[src/rtl/game_pkg.sv]
// Shared definitions for the game flow controller.
// Holds the state codes, the event-input bundle, and the layout of the
// 10-bit video word {r[2:0], g[2:0], b[1:0], hs, vs}.
package game_pkg;

  // State codes double as the video source index.
  typedef enum logic [2:0] {
    ST_START  = 3'd0,
    ST_MAZE   = 3'd1,
    ST_BATTLE = 3'd2,
    ST_LOSE   = 3'd3,
    ST_BOSS   = 3'd4,
    ST_WIN    = 3'd5
  } game_state_t;

  localparam int NUM_SRC = 6;
  localparam int VID_W   = 10;

  // Field offsets inside one video word.
  localparam int VS_BIT = 0;
  localparam int HS_BIT = 1;
  localparam int B_LSB  = 2;
  localparam int B_W    = 2;
  localparam int G_LSB  = 4;
  localparam int G_W    = 3;
  localparam int R_LSB  = 7;
  localparam int R_W    = 3;

  // All rising-edge detected event inputs, bundled so they share one
  // previous-cycle register and one discard gate.
  typedef struct packed {
    logic restart;
    logic collide;
    logic battle_win;
    logic battle_dead;
    logic boss_win;
    logic boss_dead;
  } ev_t;

endpackage

[src/rtl/frame_sync_mux.sv]
// Video source selector.
// Holds the displayed-source register disp_sel, detects falling edges of
// the registered vs output, and registers the selected 6:1 video word.
// Ports:
//   clk, rst     clock; synchronous active-low reset
//   sel_req      requested source (current game state code)
//   vid_in       six packed video words, index = state code
//   r, g, b      registered colour of the displayed source
//   hs, vs       registered sync of the displayed source
module frame_sync_mux
  import game_pkg::*;
#(
  parameter bit FRAME_SYNC = 1'b1
) (
  input  logic                     clk,
  input  logic                     rst,
  input  logic [2:0]               sel_req,
  input  logic [NUM_SRC*VID_W-1:0] vid_in,
  output logic [R_W-1:0]           r,
  output logic [G_W-1:0]           g,
  output logic [B_W-1:0]           b,
  output logic                     hs,
  output logic                     vs
);

  logic [2:0]       disp_sel;
  logic             vs_d;
  logic             vs_fall;
  logic [VID_W-1:0] words [NUM_SRC];
  logic [VID_W-1:0] word;

  for (genvar i = 0; i < NUM_SRC; i++) begin : g_words
    assign words[i] = vid_in[i*VID_W +: VID_W];
  end

  // Codes 6/7 only exist for a single clock; show START rather than
  // indexing past the last source.
  always_comb begin
    word = words[ST_START];
    if (disp_sel < 3'(NUM_SRC)) word = words[disp_sel];
  end

  assign vs_fall = vs_d & ~vs;

  always_ff @(posedge clk) begin
    if (!rst) begin
      disp_sel <= ST_START;
      vs_d     <= 1'b0;
      r        <= '0;
      g        <= '0;
      b        <= '0;
      hs       <= 1'b1;
      vs       <= 1'b1;
    end else begin
      vs_d <= vs;
      // A change requested mid-frame stays pending simply because
      // disp_sel is not loaded; at the frame edge the newest state wins.
      if (!FRAME_SYNC || vs_fall) disp_sel <= sel_req;
      r  <= word[R_LSB +: R_W];
      g  <= word[G_LSB +: G_W];
      b  <= word[B_LSB +: B_W];
      hs <= word[HS_BIT];
      vs <= word[VS_BIT];
    end
  end

endmodule

[src/rtl/game_flow_ctrl.sv]
// Top-level game flow controller.
// Sequences START -> MAZE -> BATTLE/BOSS -> WIN/LOSE, counts battle wins,
// unlocks the boss, pulses a reset to the battle/boss sub-blocks on entry,
// and selects the video source for the current state.
// Ports:
//   clk, rst                 clock; synchronous active-low reset
//   start_sw                 level, leaves START
//   restart                  rising edge leaves WIN/LOSE
//   enemy_collide            rising edge enters BATTLE from MAZE
//   battle_win/battle_dead   rising edges end a battle
//   boss_win/boss_dead       rising edges end the boss fight
//   vid_in                   six packed video words, index = state code
//   r, g, b, hs, vs          selected, registered video
//   game_state               current state code
//   win_count                battles won (saturating)
//   boss_en                  win_count == WIN_TARGET
//   sub_rst                  active-high reset pulse to sub-blocks
module game_flow_ctrl
  import game_pkg::*;
#(
  parameter int WIN_TARGET = 5,
  parameter int CNT_W      = 3,
  parameter int RST_PULSE  = 128,
  parameter int FRAME_SYNC = 1
) (
  input  logic                     clk,
  input  logic                     rst,
  input  logic                     start_sw,
  input  logic                     restart,
  input  logic                     enemy_collide,
  input  logic                     battle_win,
  input  logic                     battle_dead,
  input  logic                     boss_win,
  input  logic                     boss_dead,
  input  logic [NUM_SRC*VID_W-1:0] vid_in,
  output logic [R_W-1:0]           r,
  output logic [G_W-1:0]           g,
  output logic [B_W-1:0]           b,
  output logic                     hs,
  output logic                     vs,
  output logic [2:0]               game_state,
  output logic [CNT_W-1:0]         win_count,
  output logic                     boss_en,
  output logic                     sub_rst
);

  localparam logic [CNT_W-1:0] TARGET = CNT_W'(WIN_TARGET);
  localparam int PW = (RST_PULSE > 1) ? $clog2(RST_PULSE) : 1;
  localparam logic [PW-1:0] PULSE_LOAD = PW'(RST_PULSE - 1);

  game_state_t      state_q, state_d;
  ev_t              ev_in, ev_prev, ev;
  logic [CNT_W-1:0] win_count_d;
  logic             win_inc, win_clr, enter_sub;
  logic [PW-1:0]    pulse_cnt;

  assign ev_in = {restart, enemy_collide, battle_win, battle_dead,
                  boss_win, boss_dead};

  // Edges seen while the sub-blocks are held in reset are consumed
  // (ev_prev still advances) so they cannot fire once the pulse ends.
  assign ev = sub_rst ? '0 : ev_t'(ev_in & ~ev_prev);

  // NOTE: every signal written here gets a default first; a path that
  // leaves one unassigned would infer a latch.
  always_comb begin
    state_d = state_q;
    win_inc = 1'b0;
    win_clr = 1'b0;
    case (state_q)
      ST_START:  if (start_sw) state_d = ST_MAZE;
      ST_MAZE: begin
        if (boss_en)         state_d = ST_BOSS;
        else if (ev.collide) state_d = ST_BATTLE;
      end
      ST_BATTLE: begin
        if (ev.battle_dead) begin
          state_d = ST_LOSE;
        end else if (ev.battle_win) begin
          state_d = ST_MAZE;
          win_inc = 1'b1;
        end
      end
      ST_BOSS: begin
        if (ev.boss_dead)     state_d = ST_LOSE;
        else if (ev.boss_win) state_d = ST_WIN;
      end
      ST_WIN, ST_LOSE: begin
        if (ev.restart) begin
          state_d = ST_START;
          win_clr = 1'b1;
        end
      end
      default:   state_d = ST_START;
    endcase
  end

  always_comb begin
    win_count_d = win_count;
    if (win_clr)                           win_count_d = '0;
    else if (win_inc && win_count != TARGET) win_count_d = win_count + CNT_W'(1);
  end

  assign enter_sub = (state_d != state_q) &&
                     (state_d == ST_BATTLE || state_d == ST_BOSS);

  // NOTE: sequential state uses non-blocking assignments so every register
  // samples pre-edge values regardless of statement order.
  always_ff @(posedge clk) begin
    if (!rst) begin
      state_q   <= ST_START;
      win_count <= '0;
      boss_en   <= 1'b0;
      ev_prev   <= '0;
      sub_rst   <= 1'b1;
      pulse_cnt <= '0;
    end else begin
      state_q   <= state_d;
      win_count <= win_count_d;
      boss_en   <= (win_count_d == TARGET);
      ev_prev   <= ev_in;
      // Loaded with RST_PULSE-1 and released on the edge after it reaches
      // zero, giving exactly RST_PULSE high cycles after the entry edge.
      if (enter_sub) begin
        sub_rst   <= 1'b1;
        pulse_cnt <= PULSE_LOAD;
      end else if (sub_rst) begin
        if (pulse_cnt == '0) sub_rst <= 1'b0;
        else                 pulse_cnt <= pulse_cnt - PW'(1);
      end
    end
  end

  assign game_state = state_q;

  frame_sync_mux #(
    .FRAME_SYNC (FRAME_SYNC != 0)
  ) u_mux (
    .clk     (clk),
    .rst     (rst),
    .sel_req (state_q),
    .vid_in  (vid_in),
    .r       (r),
    .g       (g),
    .b       (b),
    .hs      (hs),
    .vs      (vs)
  );

endmodule

[config.mk]
export PLATFORM = sky130hd
export DESIGN_NAME = game_flow_ctrl
export DESIGN_NICKNAME = d
export VERILOG_FILES = /design/src/rtl/game_pkg.sv /design/src/rtl/frame_sync_mux.sv /design/src/rtl/game_flow_ctrl.sv
export SDC_FILE = /design/constraint.sdc
export NUM_CORES = 1
export LEC_CHECK = 0
export ABC_CLOCK_PERIOD_IN_PS = 2300
export CORE_MARGIN = 3
export CORE_UTILIZATION = 35
export CTS_BUF_LIST = sky130_fd_sc_hd__clkbuf_16
export DETAILED_ROUTE_END_ITERATION = 8
export GPL_TIMING_DRIVEN = 0
export PLACE_DENSITY_LB_ADDON = 0.12
export SETUP_SLACK_MARGIN = 0.5
export SLEW_MARGIN = 20
export SYNTH_ARGS = -nofsm -noshare
export SYNTH_HDL_FRONTEND = slang
export SYNTH_SLANG_ARGS = --single-unit
[constraint.sdc]
create_clock -name clk -period 2.3 [get_ports clk]
set_input_delay 0.46 -clock clk [delete_from_list [all_inputs] [get_ports clk]]
set_output_delay 0.46 -clock clk [all_outputs]
set_load 0.005 [all_outputs]
==> results of run 1 <==
## how the worst min path moves through the flow
stage	from	to	slack (ns)	cells past startpoint
2_1_floorplan	u_mux.vs	u_mux.vs_d	0.48	1
3_3_place_gp	u_mux.vs	u_mux.vs_d	0.47	1
3_5_place_dp	u_mux.vs	u_mux.vs_d	0.49	1
4_1_cts	u_mux.vs	u_mux.vs_d	0.50	1
5_1_grt	boss_dead	ev_prev[0]	0.48	2
6_report	boss_dead	ev_prev[0]	0.46	2
## worst max-delay path, cell delays in order
cell,delay (ns)
clkdlybuf4s50_1,0.47
or3b_4,0.38
a2bb2o_4,0.24
a311oi_4,0.04
buf_6,0.15
o311ai_2,0.19
## cell usage after synthesis (2+ instances only)
| cell | count | area [um^2] |
|---|---|---|
| a21oi_1 | 4 | 20.02 |
| mux4_2 | 10 | 225.2 |
| o2111ai_1 | 2 | 17.52 |
| o21ai_0 | 18 | 90.09 |
| nor3_1 | 2 | 10.01 |
| buf_6 | 2 | 22.52 |
| clkbuf_1 | 8 | 30.03 |
| nand3_1 | 2 | 10.01 |
| or4_1 | 2 | 15.01 |
| nor2b_1 | 4 | 25.02 |
| and2_1 | 9 | 56.30 |
| nor2_1 | 16 | 60.06 |
| xnor2_1 | 2 | 17.52 |
| dfxtp_1 | 35 | 700.7 |
| o22ai_1 | 3 | 18.77 |
| inv_1 | 8 | 30.03 |
| o21a_1 | 2 | 15.01 |
| mux2i_1 | 23 | 230.2 |
| ha_1 | 4 | 50.05 |
| nand2_1 | 16 | 60.06 |
| xor2_1 | 3 | 26.28 |
| nand2b_1 | 6 | 37.54 |
| o211ai_1 | 5 | 37.54 |
| buf_2 | 2 | 10.01 |
## final cells by class
| class | instances | area share, % |
|---|---|---|
| multi-input cells | 157 | 41.27 |
| flip-flops and latches | 35 | 21.51 |
| inverters | 8 | 0.9171 |
| clock inverters | 1 | 0.1146 |
| well taps | 72 | 2.751 |
| clock buffers | 5 | 3.821 |
| plain buffers | 13 | 2.293 |
| repair buffers | 90 | 27.32 |
## routing by layer
metal	part of all wire (%)	wire length, um
met5	0	0
met2	50	2858
met1	40	2278
met3	6.8	388
met4	3.1	178
## stage by stage
stage,util [%],setup TNS [ns],hold WS [ns],setup slack (ns)
6_report,58.04,0,0.4569,0.5413
5_1_grt,58.04,0,0.4836,0.4892
4_1_cts,57.44,0,0.5048,0.4875
3_5_place_dp,53.96,-0.4059,0.4896,-0.09610
3_3_place_gp,53.96,-0.1631,0.4725,-0.06382
2_1_floorplan,-,0,0.4810,0.6494
## registers in the layout, indices dropped and copies added, names as in the netlist
signal / flops
boss_en: 1
ev_prev: 6
game_state: 3
pulse_cnt: 7
sub_rst: 1
u_mux.b: 2
u_mux.disp_sel: 3
u_mux.g: 3
u_mux.hs: 1
u_mux.r: 3
u_mux.vs: 1
u_mux.vs_d: 1
win_count: 3
## placed cells by master, fill, tap and decap left out, types with 3 or more instances in the layout
cell type | netlist | final
a21oi_1 | 4 | 4
and2_1 | 9 | 9
buf_4 | 0 | 4
buf_6 | 2 | 3
clkbuf_1 | 8 | 5
clkbuf_16 | 0 | 5
clkbuf_2 | 0 | 3
clkdlybuf4s50_1 | 0 | 83
dfxtp_1 | 35 | 32
dfxtp_2 | 0 | 3
ha_1 | 4 | 4
inv_1 | 8 | 9
mux2i_1 | 23 | 23
mux4_2 | 10 | 10
nand2_1 | 16 | 16
nand2b_1 | 6 | 6
nor2_1 | 16 | 16
nor2b_1 | 4 | 4
o211ai_1 | 5 | 5
o21ai_0 | 18 | 18
o22ai_1 | 3 | 3
xor2_1 | 3 | 3
## repair_timing
action	in CTS	in global routing
setup buffers	3	1
pin swaps	5	0
gates resized for setup	14	8
setup endpoints to repair	23	22
## power groups by stage
stage / registers (mW) / logic, mW / clock network, mW
CTS: 0.741 / 0.696 / 0.624
detailed placement: 0.749 / 0.677 / 0
finish: 0.744 / 0.713 / 0.610
floorplan: 0.736 / 0.442 / 0
global placement: 0.748 / 0.667 / 0
global route: 0.756 / 0.783 / 0.652
## cells by family after synthesis
logic type                 count (synthesis)  synth area share (%)
adders and majority gates                  4                 2.391
AOI/OAI and AO/OA                         43                 14.59
buffers and inverters                     21                 4.602
muxes                                     34                 22.30
DFF                                       35                 33.47
xor gates and xnor gates                   5                 2.092
and+or+nand+nor                           71                 20.56
==> out/metrics.csv, run 1 <==
stage,metric,value,unit
synth,synthesized netlist cell count,213,
critical_path,Critical Path Start Type,input port,
global_route,total global routing overflow,0,
floorplanning,Initial Util,37.10,%
route,WL/cell,14.97,um
placed_design,port buffer count,86,
pwr,VDD IR max,0.4067,mV
synth,post-synth net total,286,
global_route,largest net degree at the start of global routing,11,
pwr,power density over cell area,631.4,mW/mm^2
critical_path,Crit Path Category,input port to register,
placed_design,placed cell areas,0.003044,mm^2
cells_and_area,area delta synth->final,56.43,%
floorplanning,die height,83.34,um
floorplanning,Site Rows,27,
clock_network,Hold Buf Count CTS,0,
cells_and_area,Fillers,491,
clock_network,clk slew on worst S/H paths,0.05,ns
timing,Tcrit/Tclk final,76.46,%
synth,cell area after synthesis,0.002093,mm^2
worst_hold_path,Hold WC Path Type,input port to register,
critical_path,reg-to-reg setup timing slack,0.58,ns
cells_and_area,share of cells above drive strength 1,14.89,%
cells_and_area,register area,704.4,um^2
global_route,global-route wire length before repair,9197,um
route,final antenna-violating net count,0,
global_route,vias in the first global route,2022,
pwr,Leak,1.178,nW
synth,ys flop type,dfxtp_1,
timing,Worst Clk Skew,0.005041,ns
floorplanning,Ports,87,
critical_path,crit path from,enemy_collide,
critical_path,Worst EP required,2.48,ns
global_route,met1 Use GR,17.57,%
critical_path,crit end category,register,
timing,"Slew Viols, Final",0,
run,max-capacitance violation count,0,
timing,worst rel slew slack,60.97,%
outcome,run status,completed,
route,final wirelength,5703,um
clock_network,clk buf depth,2,
pwr,Pwr Total,2.068,mW
critical_path,worst reg2reg path depth,5,
synth,Synth async-reset ratio,0,%
pwr,Net Sw Power,600.1,uW
cells_and_area,nets,383,
clock_network,Skew-Pair Late Insertion Delay,0.28,ns
floorplanning,core area,0.005642,mm^2
route,Remaining DRCs,0,
synth,Synth Warn #,0,
cells_and_area,diode count,0,
synth,Post-synth EDFFs,0,
critical_path,CP Max Fanout,8,
timing,actual slew at the worst max-slew pin,0.5855,ns
placed_design,Post-DP HPWL,4423,um
timing,Max Clock Freq,568.6,MHz
global_route,initial antenna violation count,0,
timing,minimum clock period,1.759,ns
global_route,GR Util met3,4.960,%
clock_network,Sink Count,35,
pwr,register share of total power,36.0,%
synth,sequential fraction of the synthesis area,33.47,%
placed_design,DP Cell Count,371,
route,DRT Pass-1 Iters,4,
critical_path,Critical R2R Launch,pulse_cnt[2],
cells_and_area,Non-Filler Instances,381,
route,Via Count,1980,
pwr,clock share of power,29.5,%
timing,final setup fails,0,
placed_design,GPL Wtd Cong,0.8002,
clock_network,Max H-tree Level,2,
clock_network,TritonCTS clock tree,built,
floorplanning,Chip Width,83.34,um
critical_path,reg2reg end,pulse_cnt[1],
route,DRC marker count from the first detailed-route iteration,69,
pwr,sw frac,29.03,%
timing,Final Hold Fails,0,
pwr,combinational power share,34.5,%
synth,"flops & latches, synth",35,
critical_path,WP data arrival,1.94,ns
pwr,P_int,1.467,mW
timing,RSZ-0062 raised after global routing,yes,
floorplanning,total die area,0.006945,mm^2
global_route,global-route met2 utilization,29.37,%
global_route,total track usage,16.50,%
cells_and_area,Final Instance Area,0.003274,mm^2
synth,Unique masters post-synth,49,
cells_and_area,area of the multi-input gates,0.001351,mm^2
global_route,GRT Max-Usage Layer,met2,
critical_path,crit path to,sub_rst,
clock_network,Root Driver,clkbuf_16,
route,via/cell ratio,5.197,
clock_network,CTS buffer count,5,
synth,syn avg cell area,9.828,um^2
Power figures use the tool's default switching activity.
==> run 2: changes to the inputs <==
ABC_CLOCK_PERIOD_IN_PS = 1400   (was 2300)
clock period = 1.4 ns   (was 2.3 ns; I/O delays follow)
==> run 2 against run 1 <==
The run now ends with setup timing left. Core utilization rose by 10 points. Via count rose by 6.4%. Clock power rose by 100%. Global-route usage rose by 2.1 points. Combinational power rose by 120%. Clock skew fell by 0.0022 ns. Largest power group is now combinational cells. Die area did not move.
==> out/metrics.csv, run 2 (synthesized netlist as in run 1, its figures left out) <==
stage,metric,value,unit,change
route,DRC marker count from the first detailed-route iteration,69,,unchanged
critical_path,Worst EP required,1.61,ns,-0.87 ns
pwr,sw frac,29.02,%,about the same
route,Via Count,2107,,+6.4%
critical_path,Crit Path Category,register to register,,
critical_path,Critical Path Start Type,register,,
run,max-capacitance violation count,0,,unchanged
floorplanning,Initial Util,37.10,%,unchanged
timing,Worst Clk Skew,0.002863,ns,-0.002178 ns
global_route,largest net degree at the start of global routing,12,,+1
route,met3 wire len,329,um,-15%
pwr,power density over cell area,1042,mW/mm^2,+65%
floorplanning,total die area,0.006945,mm^2,unchanged
route,final wirelength,6510,um,+14%
clock_network,TritonCTS clock tree,built,,
timing,RSZ-0062 raised after global routing,yes,,
global_route,initial antenna violation count,0,,unchanged
route,metal2 WL,3357,um,+17%
clock_network,Sink Count,35,,unchanged
clock_network,Root Driver,clkbuf_16,,
route,M1 WL,2718,um,+19%
cells_and_area,Non-Filler Instances,416,,+9.2%
timing,Hold Slack,0.4052,ns,-0.05170 ns
placed_design,placed cell areas,0.003126,mm^2,+2.7%
placed_design,DP Cell Count,371,,unchanged
pwr,Leak,1.488,nW,+26%
pwr,combinational power share,39.0,%,+4.5 points
timing,Tcrit/Tclk final,122.1,%,
pwr,P_int,2.848,mW,+94%
route,Remaining DRCs,0,,unchanged
clock_network,Skew-Pair Late Insertion Delay,0.28,ns,about the same
worst_hold_path,Hold WC Path Type,input port to register,,
critical_path,crit end category,register,,
floorplanning,Ports,87,,unchanged
timing,"Slew Viols, Final",0,,unchanged
route,Highest Signal Layer,met4,,
cells_and_area,most frequent cells in the layout,"clkdlybuf4s50_1, buf_6, mux2i_1, buf_4, dfxtp_1",,
cells_and_area,share of cells above drive strength 1,38.08,%,+23 points
cells_and_area,Fillers,431,,-12%
route,WL/cell,15.65,um,+4.5%
critical_path,WP data arrival,1.92,ns,-0.02 ns
cells_and_area,Final Instance Area,0.003850,mm^2,+18%
global_route,global-route wire length before repair,10320,um,+12%
placed_design,port buffer count,86,,unchanged
critical_path,CP Max Fanout,7,,-1
pwr,register share of total power,30.1,%,-5.9 points
cells_and_area,Biggest register,pulse_cnt,,
cells_and_area,nets,416,,+8.6%
global_route,vias in the first global route,2177,,+7.7%
timing,worst rel slew slack,69.54,%,+8.6 points
timing,actual slew at the worst max-slew pin,0.4569,ns,-0.1286 ns
clock_network,Max H-tree Level,2,,unchanged
clock_network,clk buf depth,2,,unchanged
route,via/cell ratio,5.065,,-2.5%
outcome,failing checks,setup timing,,
pwr,clock share of power,31.0,%,+1.5 points
placed_design,Post-DP HPWL,4280,um,-3.2%
route,DRT Pass-1 Iters,4,,unchanged
clock_network,clk slew on worst S/H paths,0.05,ns,about the same
floorplanning,die height,83.34,um,unchanged
pwr,Net Sw Power,1.164,mW,+94%
timing,Final Hold Fails,0,,unchanged
floorplanning,core area,0.005642,mm^2,unchanged
global_route,total global routing overflow,0,,unchanged
clock_network,CTS buffer count,5,,unchanged
outcome,run status,"complete, but fails checks",,
global_route,total track usage,18.58,%,+2.1 points
cells_and_area,"leading cell type in the layout, fill and taps excluded",clkdlybuf4s50_1,,
floorplanning,Site Rows,27,,unchanged
route,final antenna-violating net count,0,,unchanged
cells_and_area,area delta synth->final,83.92,%,
cells_and_area,diode count,0,,unchanged
timing,minimum clock period,1.709,ns,
cells_and_area,Largest register FFs,7,,unchanged
timing,final setup fails,16,,+16
timing,final setup margin,-0.3089,ns,-0.8503 ns
clock_network,Hold Buf Count CTS,0,,unchanged
floorplanning,Chip Width,83.34,um,unchanged
pwr,VDD IR max,0.7979,mV,+96%
timing,Max Clock Freq,585.2,MHz,
placed_design,dpl ws,-0.7120,ns,-0.6159 ns
placed_design,GPL Wtd Cong,0.8099,,+1.2%
cells_and_area,biggest regs,"pulse_cnt (7), ev_prev (6)",,
-- run 2: cell types whose count changed in the layout (fill, tap and decap cells not counted), sizes merged --
cell / previous run / this run
inv: 9 / 8
clkinv: 0 / 2
clkbuf: 14 / 13
bufinv: 0 / 1
clkdlybuf4s50: 83 / 66
dlymetal6s2s: 1 / 0
dlygate4sd2: 2 / 3
buf: 8 / 59
-- run 2: power by group through the flow --
stage / Combinational (mW) / Sequential (mW) / Clock (mW)
4_1_cts: 1.49 / 1.20 / 1.26
3_5_place_dp: 1.20 / 1.23 / 0
2_1_floorplan: 0.815 / 1.21 / 0
3_3_place_gp: 1.19 / 1.23 / 0
6_report: 1.56 / 1.21 / 1.24
5_1_grt: 1.70 / 1.22 / 1.29
-- run 2: repair_timing --
item                                    CTS  global route
gates resized for setup                 133            20
gates cloned                              2             0
pin swaps                                23            11
buffers inserted                         33             2
endpoints found under the setup margin   53            46
endpoints found under the hold margin     0             0
-- run 2: worst max-delay path: stages (launching register included) --
cell	delay [ns]
dfxtp_2	0.34
buf_8	0.14
nor4b_4	0.35
nand4_4	0.14
or4_4	0.53
a21oi_2	0.15
-- run 2: layout make-up --
cell class / instances / area, um^2 / area share [%]
Clock inverter: 3 / 38.79 / 1.007
Timing Repair Buffer: 123 / 1239 / 32.17
Buffer: 13 / 160.2 / 4.160
Clock buffer: 5 / 125.1 / 3.250
Tap cell: 72 / 90.09 / 2.340
Multi-Input combinational cell: 157 / 1431 / 37.18
Inverter: 8 / 30.03 / 0.7800
Sequential cell: 35 / 735.7 / 19.11
-- run 2: worst paths after layout --
check	start	endpoint	cells after the start	slack [ns]
hold / removal	restart	ev_prev[5]	2	0.41
setup / recovery	game_state[0]	boss_en	5	-0.31
hold reg to reg	win_count[1]	boss_en	3	0.56
setup reg to reg	game_state[0]	boss_en	5	-0.31
-- run 2: metrics by stage --
step	power, mW	setup TNS, ns	util, %
finish	4.012	-3.211	68.24
global route	4.221	-4.364	68.24
CTS	3.953	-2.595	66.60
detailed placement	2.435	-10.51	55.40
global placement	2.413	-10.38	55.40
floorplan	2.026	-1.560	-
-- run 2: routing by layer --
layer	vias up	GRT usage, %
met5	-	0
met4	0	6.686
met3	9	5.159
met2	57	32.58
met1	995	21.47
li1	1046	-
==> run 3: changes to the inputs <==
ABC_CLOCK_PERIOD_IN_PS = 2140   (was 1400)
RECOVER_POWER = 25   (was unset)
clock period = 2.14 ns   (was 1.4 ns; I/O delays follow)
==> run 3 against run 2 <==
The flow now finishes without violations. Sequential power fell by 35%. Sequential share of layout area up 1.6 points. Via count is 5.7% lower. Wire length decreased by 8.4%. Register-to-register slack gained 0.75 ns.
==> out/metrics.csv, run 3 (synthesized netlist as in run 1, its figures left out) <==
stage,metric,value,unit,change
outcome,run status,completed,,
timing,actual slew at the worst max-slew pin,0.4362,ns,-0.02076 ns
floorplanning,Ports,87,,unchanged
timing,final setup margin,0.4213,ns,+0.7302 ns
timing,final setup fails,0,,-16
clock_network,clk buf depth,2,,unchanged
timing,worst rel slew slack,70.92,%,+1.4 points
worst_hold_path,Hold WC Path Type,input port to register,,
cells_and_area,Non-Filler Instances,396,,-4.8%
pwr,clock share of power,27.5,%,-3.5 points
timing,Hold Slack,0.4926,ns,+0.08741 ns
global_route,total global routing overflow,0,,unchanged
worst_hold_path,Worst Hold Launch,enemy_collide,,
placed_design,Post-DP HPWL,4300,um,+0.47%
clock_network,Max H-tree Level,2,,unchanged
clock_network,clk slew on worst S/H paths,0.05,ns,about the same
placed_design,DP Cell Count,371,,unchanged
floorplanning,Site Rows,27,,unchanged
critical_path,Crit Path Category,input port to register,,
route,final wirelength,5960,um,-8.4%
cells_and_area,Fillers,500,,+16%
timing,Worst Clk Skew,0.003154,ns,+0.0002908 ns
route,Remaining DRCs,0,,unchanged
cells_and_area,most frequent cells in the layout,"clkdlybuf4s50_1, dfxtp_1, mux2i_1",,
pwr,P_int,1.728,mW,-39%
critical_path,reg2reg end,pulse_cnt[2],,
timing,"Slew Viols, Final",0,,unchanged
route,Via Count,1986,,-5.7%
pwr,Leak,1.276,nW,-14%
critical_path,crit-path max cell delay,0.52,ns,about the same
critical_path,"Slowest-stage cell, CP",clkdlybuf4s50_1,,
critical_path,CP Max Fanout,10,,+3
route,WL/cell,15.05,um,-3.8%
pwr,power density over cell area,714.3,mW/mm^2,-31%
placed_design,placed cell areas,0.003044,mm^2,-2.6%
global_route,largest net degree at the start of global routing,11,,-1
critical_path,WP data arrival,1.93,ns,about the same
timing,minimum clock period,1.719,ns,
clock_network,Root Driver,clkbuf_16,,
route,DRT Pass-1 Iters,4,,unchanged
pwr,sw frac,30.15,%,+1.1 points
route,via/cell ratio,5.015,,-0.98%
global_route,initial antenna violation count,0,,unchanged
cells_and_area,Biggest register,pulse_cnt,,
floorplanning,die height,83.34,um,unchanged
global_route,vias in the first global route,2017,,-7.3%
floorplanning,core area,0.005642,mm^2,unchanged
clock_network,TritonCTS clock tree,built,,
global_route,total track usage,16.83,%,-1.7 points
critical_path,Worst EP required,2.35,ns,+0.74 ns
placed_design,GPL Wtd Cong,0.7744,,-4.4%
critical_path,Critical Path Start Type,input port,,
critical_path,crit-path cells,clkdlybuf4s50_1 -> clkbuf_1 -> inv_1 -> clkbuf_2 -> nor2_1,,
critical_path,reg-to-reg setup timing slack,0.44,ns,+0.75 ns
clock_network,Skew-Pair Late Insertion Delay,0.28,ns,about the same
floorplanning,total die area,0.006945,mm^2,unchanged
timing,Tcrit/Tclk final,80.31,%,
timing,Max Clock Freq,581.8,MHz,
route,DRC marker count from the first detailed-route iteration,41,,-41%
route,final antenna-violating net count,0,,unchanged
pwr,register share of total power,31.8,%,+1.7 points
cells_and_area,diode count,0,,unchanged
cells_and_area,"Core Util, Final",61.39,%,-6.9 points
pwr,combinational power share,40.7,%,+1.7 points
cells_and_area,nets,396,,-4.8%
placed_design,dpl ws,-0.1154,ns,+0.5966 ns
clock_network,CTS buffer count,5,,unchanged
cells_and_area,"leading cell type in the layout, fill and taps excluded",clkdlybuf4s50_1,,
critical_path,crit end category,register,,
critical_path,crit path to,u_mux.r[2],,
pwr,VDD IR max,0.6169,mV,-23%
floorplanning,Initial Util,37.10,%,unchanged
timing,Final Hold Fails,0,,unchanged
critical_path,crit path from,rst,,
cells_and_area,area delta synth->final,65.45,%,
cells_and_area,share of cells above drive strength 1,22.53,%,-16 points
placed_design,port buffer count,86,,unchanged
floorplanning,Chip Width,83.34,um,unchanged
critical_path,Critical R2R Launch,game_state[2],,
critical_path,worst reg2reg path depth,4,,-1
timing,RSZ-0062 raised after global routing,yes,,
cells_and_area,biggest regs,"pulse_cnt (7), ev_prev (6)",,
cells_and_area,Final Instance Area,0.003463,mm^2,-10%
cells_and_area,Largest register FFs,7,,unchanged
run,max-capacitance violation count,0,,unchanged
pwr,Net Sw Power,745.9,uW,-36%
clock_network,Sink Count,35,,unchanged
global_route,global-route wire length before repair,9535,um,-7.6%
run 3: layout make-up:
cell class              instances  area [um^2]  share of cell area, %
multi-input cells             157         1403                  40.50
repair buffers                103        992.2                  28.65
flip-flops and latches         35        716.9                  20.70
clock buffers                   5        125.1                  3.613
plain buffers                  13        95.09                  2.746
well taps                      72        90.09                  2.601
inverters                       8        30.03                 0.8671
clock inverters                 3        11.26                 0.3251
run 3: metrics by stage:
step                setup TNS, ns  power, mW
CTS                             0      2.351
floorplan                       0      1.266
detailed placement        -0.5782      1.531
global route                    0      2.606
global placement          -0.7854      1.521
finish                          0      2.474
run 3: worst min path at each step:
| stage | endpoint | slack [ns] | cells after the start |
|---|---|---|---|
| after floorplan | u_mux.vs_d | 0.48 | 1 |
| after global routing | ev_prev[4] | 0.52 | 2 |
| after global placement | u_mux.vs_d | 0.48 | 1 |
| after CTS | ev_prev[4] | 0.49 | 2 |
| final | ev_prev[4] | 0.49 | 2 |
| after detailed placement | u_mux.vs_d | 0.49 | 1 |
run 3: metal layers:
layer	vias to the layer above	track usage, %	share of wire (%)
met2	51	28.64	50
li1	1007	-	-
met5	-	0	0
met1	923	20.91	44
met4	0	3.715	0.79
met3	5	5.060	5.5
run 3: timing repair:
item | in CTS | in global routing
setup endpoints to repair | 34 | 27
hold buffers | 0 | 0
resized for setup | 31 | 33
pin swaps | 11 | 9
setup buffers | 11 | 6
run 3: power by group through the flow:
stage,Clock (mW),Sequential (mW),Combinational [mW]
5_1_grt,0.715,0.799,1.09
4_1_cts,0.696,0.787,0.868
6_report,0.680,0.788,1.01
2_1_floorplan,0,0.791,0.475
3_3_place_gp,0,0.803,0.718
3_5_place_dp,0,0.805,0.726
run 3: worst max-delay path, delay by kind of cell:
family / cells / cell delay, ns
simple gates: 1 / 0.13
buf+inv: 4 / 1.36
